File: config.mk
export PLATFORM = sky130hd
export DESIGN_NAME = layer_serializer_flat
export DESIGN_NICKNAME = d
export VERILOG_FILES = /design/src/rtl/layer_serializer_if.sv /design/src/rtl/layer_serializer.sv /design/src/flat_wrapper.sv
export SDC_FILE = /design/constraint.sdc
export NUM_CORES = 1
export LEC_CHECK = 0
export CORE_MARGIN = 2
export CORE_UTILIZATION = 30
export DETAILED_ROUTE_END_ITERATION = 7
export GPL_ROUTABILITY_DRIVEN = 0
export PLACE_DENSITY = 0.62
export SLEW_MARGIN = 0
export SYNTH_ARGS = -nofsm -noshare
export SYNTH_HDL_FRONTEND = slang
export SYNTH_SLANG_ARGS = --single-unit
File: constraint.sdc
create_clock -name clk -period 89 [get_ports clk]
set_clock_uncertainty 0.1 [all_clocks]
set_input_delay 17.8 -clock clk [delete_from_list [all_inputs] [get_ports clk]]
set_output_delay 17.8 -clock clk [all_outputs]
set_load 0.01 [all_outputs]
File: src/rtl/layer_serializer_if.sv
// Parallel neuron-vector capture port and serial word stream of a layer serializer.
interface layer_serializer_if #(
  parameter int NN        = 30,
  parameter int dataWidth = 16
);
  logic [NN-1:0]           i_valid;
  logic [NN*dataWidth-1:0] i_data;
  logic [dataWidth-1:0]    o_data;
  logic                    o_valid;
  logic                    o_last;
  logic                    busy;
  logic                    err_partial;
  logic                    err_overrun;

  // master: upstream layer / stream consumer side; slave: the serializer
  modport master (
    output i_valid, i_data,
    input  o_data, o_valid, o_last, busy, err_partial, err_overrun
  );
  modport slave (
    input  i_valid, i_data,
    output o_data, o_valid, o_last, busy, err_partial, err_overrun
  );
endinterface

File: src/rtl/layer_serializer.sv
// Captures NN parallel neuron outputs and replays them one word per cycle (word 0 the cycle after capture).
// No backpressure: a full vector arriving mid-stream is dropped and flagged; only the final-word cycle may accept it.
module layer_serializer #(
  parameter int NN        = 30,
  parameter int dataWidth = 16
) (
  input logic            clk,
  input logic            rst,
  layer_serializer_if.slave bus
);
  localparam int IW = (NN > 1) ? $clog2(NN) : 1;
  localparam logic [IW-1:0] LAST_IDX = IW'(NN - 1);

  typedef enum logic {IDLE, SEND} state_t;

  state_t               state;
  logic [dataWidth-1:0] buf_q [NN];
  logic [IW-1:0]        idx;
  logic [dataWidth-1:0] data_q;
  logic                 valid_q;
  logic                 last_q;
  logic                 partial_q;
  logic                 overrun_q;

  logic          cap;
  logic          partial;
  logic          at_last;
  logic          load;
  logic [IW-1:0] nxt;

  assign cap     = &bus.i_valid;
  assign partial = (|bus.i_valid) && !cap;
  assign at_last = (idx == LAST_IDX);
  // A new vector is accepted when idle or in the same cycle the final word is on the output.
  assign load    = cap && ((state == IDLE) || at_last);
  assign nxt     = idx + 1'b1;

  always_ff @(posedge clk) begin
    if (rst) begin
      state     <= IDLE;
      idx       <= '0;
      data_q    <= '0;
      valid_q   <= 1'b0;
      last_q    <= 1'b0;
      partial_q <= 1'b0;
      overrun_q <= 1'b0;
    end else begin
      if (partial)
        partial_q <= 1'b1;
      if (cap && !load)
        overrun_q <= 1'b1;

      if (load) begin
        for (int k = 0; k < NN; k++)
          buf_q[k] <= bus.i_data[k*dataWidth +: dataWidth];
        // word 0 goes straight out so it appears the cycle after capture
        data_q  <= bus.i_data[dataWidth-1:0];
        valid_q <= 1'b1;
        last_q  <= (LAST_IDX == '0);
        idx     <= '0;
        state   <= SEND;
      end else if (state == SEND && !at_last) begin
        data_q  <= buf_q[nxt];
        valid_q <= 1'b1;
        last_q  <= (nxt == LAST_IDX);
        idx     <= nxt;
      end else begin
        valid_q <= 1'b0;
        last_q  <= 1'b0;
        state   <= IDLE;
      end
    end
  end

  assign bus.o_data      = data_q;
  assign bus.o_valid     = valid_q;
  assign bus.o_last      = last_q;
  assign bus.busy        = valid_q;
  assign bus.err_partial = partial_q;
  assign bus.err_overrun = overrun_q;
endmodule
File: src/flat_wrapper.sv
// flat-port wrapper written by rule: the top's interface ports become plain ports
module layer_serializer_flat 
#(
  parameter int NN        = 30,
  parameter int dataWidth = 16
)
  (clk, rst, bus_i_valid, bus_i_data, bus_o_data, bus_o_valid, bus_o_last, bus_busy, bus_err_partial, bus_err_overrun);
  layer_serializer_if #(.NN(NN), .dataWidth(dataWidth)) bus_i ();
  input logic clk;
  input logic rst;
  input wire logic [$bits(bus_i.i_valid)-1:0] bus_i_valid;
  input wire logic [$bits(bus_i.i_data)-1:0] bus_i_data;
  output wire logic [$bits(bus_i.o_data)-1:0] bus_o_data;
  output wire logic [$bits(bus_i.o_valid)-1:0] bus_o_valid;
  output wire logic [$bits(bus_i.o_last)-1:0] bus_o_last;
  output wire logic [$bits(bus_i.busy)-1:0] bus_busy;
  output wire logic [$bits(bus_i.err_partial)-1:0] bus_err_partial;
  output wire logic [$bits(bus_i.err_overrun)-1:0] bus_err_overrun;
  assign bus_i.i_valid = bus_i_valid;
  assign bus_i.i_data = bus_i_data;
  assign bus_o_data = bus_i.o_data;
  assign bus_o_valid = bus_i.o_valid;
  assign bus_o_last = bus_i.o_last;
  assign bus_busy = bus_i.busy;
  assign bus_err_partial = bus_i.err_partial;
  assign bus_err_overrun = bus_i.err_overrun;
  layer_serializer #(.NN(NN), .dataWidth(dataWidth)) u_core (.clk(clk), .rst(rst), .bus(bus_i));
endmodule
Yosys cells after proc, flatten, opt, wreduce, memory -nomap -nowiden
Memory sizes are Yosys's and may differ from the RTL's.
Cells that the tools add are included.
{ "totals": {"n_memories": 1, "mem_bits_rw": 480, "word_cells": 36, "regBits": 26, "input_bits": 512} }
{ "memory_table": {"columns": ["name", "words", "width", "rd", "rd_clocked_by_memory_dff", "wr", "line", "rtl"], "rows": [
  ["u_core.buf_q", 30, 16, 1, 0, 30, "layer_serializer.sv:17", "logic [dataWidth-1:0] buf_q [NN];"]
]} }
{ "classes": {"n_mux": 9, "reduce_logical": 13, "addsub": 1, "n_bitwise": 2, "n_eq_ne": 3} }
{ "ops": {"columns": ["op", "n"], "rows": [
  ["16-bit two-way mux", 2],
  ["30-bit AND reduction", 1],
  ["30-bit OR reduction", 1],
  ["5-bit == test, second input constant", 2],
  ["1-bit two-way mux", 7],
  ["5-bit by 1-bit adder with 5-bit output, second input constant", 1],
  ["1-bit logical AND", 4],
  ["1-bit logical NOT", 3],
  ["3-bit OR reduction", 1],
  ["2-bit by 1-bit != test with 1-bit output, second input constant", 1],
  ["1-bit NOT", 2],
  ["2-bit nonzero test", 1],
  ["2-bit OR reduction", 1],
  ["1-bit logical OR", 1]
]} }

Longest topological paths before layout
{ "depth": {"depth_word": 6, "mapped_depth": 16} }

Worst setup path after synthesis
OpenSTA, ideal clock, no wires.
{ "synth_path": {"path_kind": "input -> register", "startpoint": "in bus_i_valid[22]", "endpoint": "mem u_core.buf_q[0][0] (enable)", "stages": 5, "n_path_buf": 1, "arrival_ns": 51.148, "setup_ns": 1.912, "path_slack_ns": 35.840, "cell_sequence": "nand4_1 nor4_1 nand2_1 clkbuf_1 nor3_1"} }
{ "synth_rtl": {"columns": ["element", "line", "rtl"], "rows": [
  ["start, declared", "flat_wrapper.sv:11", "input wire logic [$bits(bus_i.i_valid)-1:0] bus_i_valid;"],
  ["end, declared", "layer_serializer.sv:17", null]
]} }

==> impl_metrics.toml <==
[timing]
finalHoldViolCount = 0
slew_violations = 0
rsz0062_at_grt = "false"
period_share_pct = 25.3
fmax_ghz = 0.0445
finalSetupViolCount = 0
tns_ns = 0
relSlewSlack_pct = 16.7
worst_pin_slew_ns = 1.24
period_minus_slack_ns = 22.48

[yosys]
synth_top_cells_by_count = "edfxtp_1, mux4_2, mux2_2"
synth_most_common_cell = "edfxtp_1"
synth_area_leaders = "edfxtp_1, mux4_2, mux2_2"
synth_area_sq_um = 19800
synthArstFlopShare_pct = 0
yosys_warnings = 0
synth_seq_cells = 506
syn_avg_cell_area_sq_um = 21.4
ys_seq_area_share_pct = 75.6
synth_edf_count = 480
synth_top_area_share_pct = 72.9
synthesis.nets = 1438
synth_cell_types = 38
yosys.area.top_type = "edfxtp_1"
synth_ff_type = "edfxtp_1"
postSynthCellCount = 923

[detailed_routing]
routed_via_density = 4.69
ant_nets = 0
dr.pass1.iters = 5
wl_per_cell_um = 24.3
vias = 11100
routed_wl_um = 57700
drtIter0Drc = 813
drc = 0

[critical_path]
cp-end-kind = "flop"
slowest_stage = "buf_4"
arrival_ns = 22.59
cp_common_cell = "buf_4"
path_depth = 8
rr_worst_depth = 7
critPathLaunchType = "input port"
critical-path-max-stage-delay_ns = 0.97
worstPathRequired_ns = 89.10
worstSetupPathType = "input port to flop"
crit_family = "buffers and inverters"
path_cells = "clkdlybuf4s50_1, nand4_1, nor4_1, nand2_1, nor3_2, buf_12, buf_4, buf_4"
critPathBufInv = 4
critPathMaxFanout = 189

[grt]
grt_pass1_wl_um = 80600
grt_pass1_vias = 12100
grt_max_degree = 190
track_usage_pct = 16.6
grt_use_met1_pct = 19.6
grt-ovfl-total = 0
busiest_layer = "met2"
grtUsageMet3_pct = 4.93
antenna_found_initial = 8
grtUsageMet2_pct = 29.4

[clock_network]
clkSlewWorstSetupHoldPaths_ns = 0.06
clock_latency_ns = 0.59
cts_setup_buffers = 0
cts.sinks = 506
tritoncts = "built"
cts-resized-gates = 0
cts_buffers = 54
hold_buffers = 0
clockBufferDepth = 3
htree_num_levels = 2
clock-root-buffer = "clkbuf_16"

[final_layout]
fin_nets = 1981
drive_above_1_share_pct = 17.4
syn2layout_area_growth_pct = 40.6
fillers = 5703
finalCoreUtilization_pct = 42.4

[power_and_ir_drop]
power_leakage_nw = 8.71
peakVddDrop_mv = 0.0165
p_per_area_nw_per_um2 = 18.2

[floorplan]
floorplan.initialDensity_pct = 30.2
ioPinCount = 533
die_area_sq_um = 67900
die_w_um = 261
std_cell_rows = 94
die_y_um = 261
core_sq_um = 65500

[job]
max-cap-violations = 0

[run_status]
status = "complete, no violations"

[worst_hold_path]
min_path_cells = 2
hold_path.class = "flop to flop"

[place]
place_hpwl_um = 42900
portBuffers = 532
==> where the power goes <==
group          total, mW  leakage (nW)  switching (mW)  internal (mW)
Combinational     0.0242          3.35         0.00461         0.0196
Clock              0.221         0.835          0.0922          0.129
Sequential         0.260          4.52       0.0000201          0.260
Total              0.506          8.71          0.0968          0.409
==> through the flow <==
step                      area (sq um)  std cells  power [mW]  hold slack, ns  worst slack, ns
final                            27800       2377       0.506           0.376            66.52
after global routing             27800       2376       0.523           0.404            66.26
after CTS                        27800       2373       0.513           0.383            66.48
after detailed placement         26000       2274       0.290           0.369            65.83
after global placement           26000       2274       0.289           0.358            65.96
after floorplan                  19800        923       0.266           0.373            35.84
==> cell families after synthesis <==
| group | Yosys count | synth area share (%) |
|---|---|---|
| fa+ha+maj | 3 | 0.190 |
| buf+inv | 62 | 1.70 |
| flops | 506 | 75.6 |
| mux | 191 | 17.1 |
| compound gates | 73 | 2.79 |
| simple gates | 82 | 2.34 |
| xor+xnor | 6 | 0.342 |
==> final timing paths <==
check / startpoint / endpoint / slack [ns]
setup / recovery: bus_i_valid[8] / u_core.buf_q[8][4] / 66.52
hold / removal: u_core.bus.err_overrun / u_core.bus.err_overrun / 0.38
setup reg to reg: u_core.idx[0] / u_core.buf_q[8][4] / 83.95
hold reg to reg: u_core.bus.err_overrun / u_core.bus.err_overrun / 0.38
==> final cells by class <==
class / count / area, sq um / area share, %
diodes: 4 / 10.0 / 0.0360
well taps: 864 / 1080 / 3.89
clock buffers: 70 / 1440 / 5.19
repair buffers: 547 / 5450 / 19.6
clock inverters: 29 / 294 / 1.06
multi-input cells: 355 / 4550 / 16.4
flip-flops and latches: 506 / 14900 / 53.8
inverters: 2 / 7.51 / 0.0270
==> state kept, by name, summed over array words and instances (netlist names) <==
name and count:
u_core.buf_q 480, u_core.bus.busy 1, u_core.bus.err_overrun 1, u_core.bus.err_partial 1
u_core.bus.o_data 16, u_core.bus.o_last 1, u_core.idx 5, u_core.state 1
==> cell usage in the layout (no fill, tap or decap), types with 4 or more instances in the layout <==
cell	count
a211o_1	15
a21oi_1	22
a221oi_1	15
buf_4	14
bufinv_16	5
clkbuf_1	14
clkbuf_16	55
clkdlybuf4s50_1	532
clkinv_1	6
clkinv_2	8
clkinvlp_4	5
dfxtp_1	25
diode_2	4
edfxtp_1	480
mux2_2	47
mux2i_1	32
mux4_2	112
nand2_1	12
nand4_1	39
nor2_1	8
nor4_1	9
o311ai_0	15
==> worst register-to-register path, delay by kind of cell (launching register included) <==
family,cells,cell delay [ns]
adder cells (fa/ha/maj),1,0.26
buffers and inverters,3,2.51
flip-flops,1,0.81
AND/OR/NAND/NOR,3,0.94
==> metal layers <==
metal / share of wire [%] / vias up
met1: 38 / 5605
met5: 0.095 / -
met4: 2.0 / 8
met2: 52 / 412
li1: - / 5042
met3: 7.8 / 81
Power figures use the tool's default switching activity.
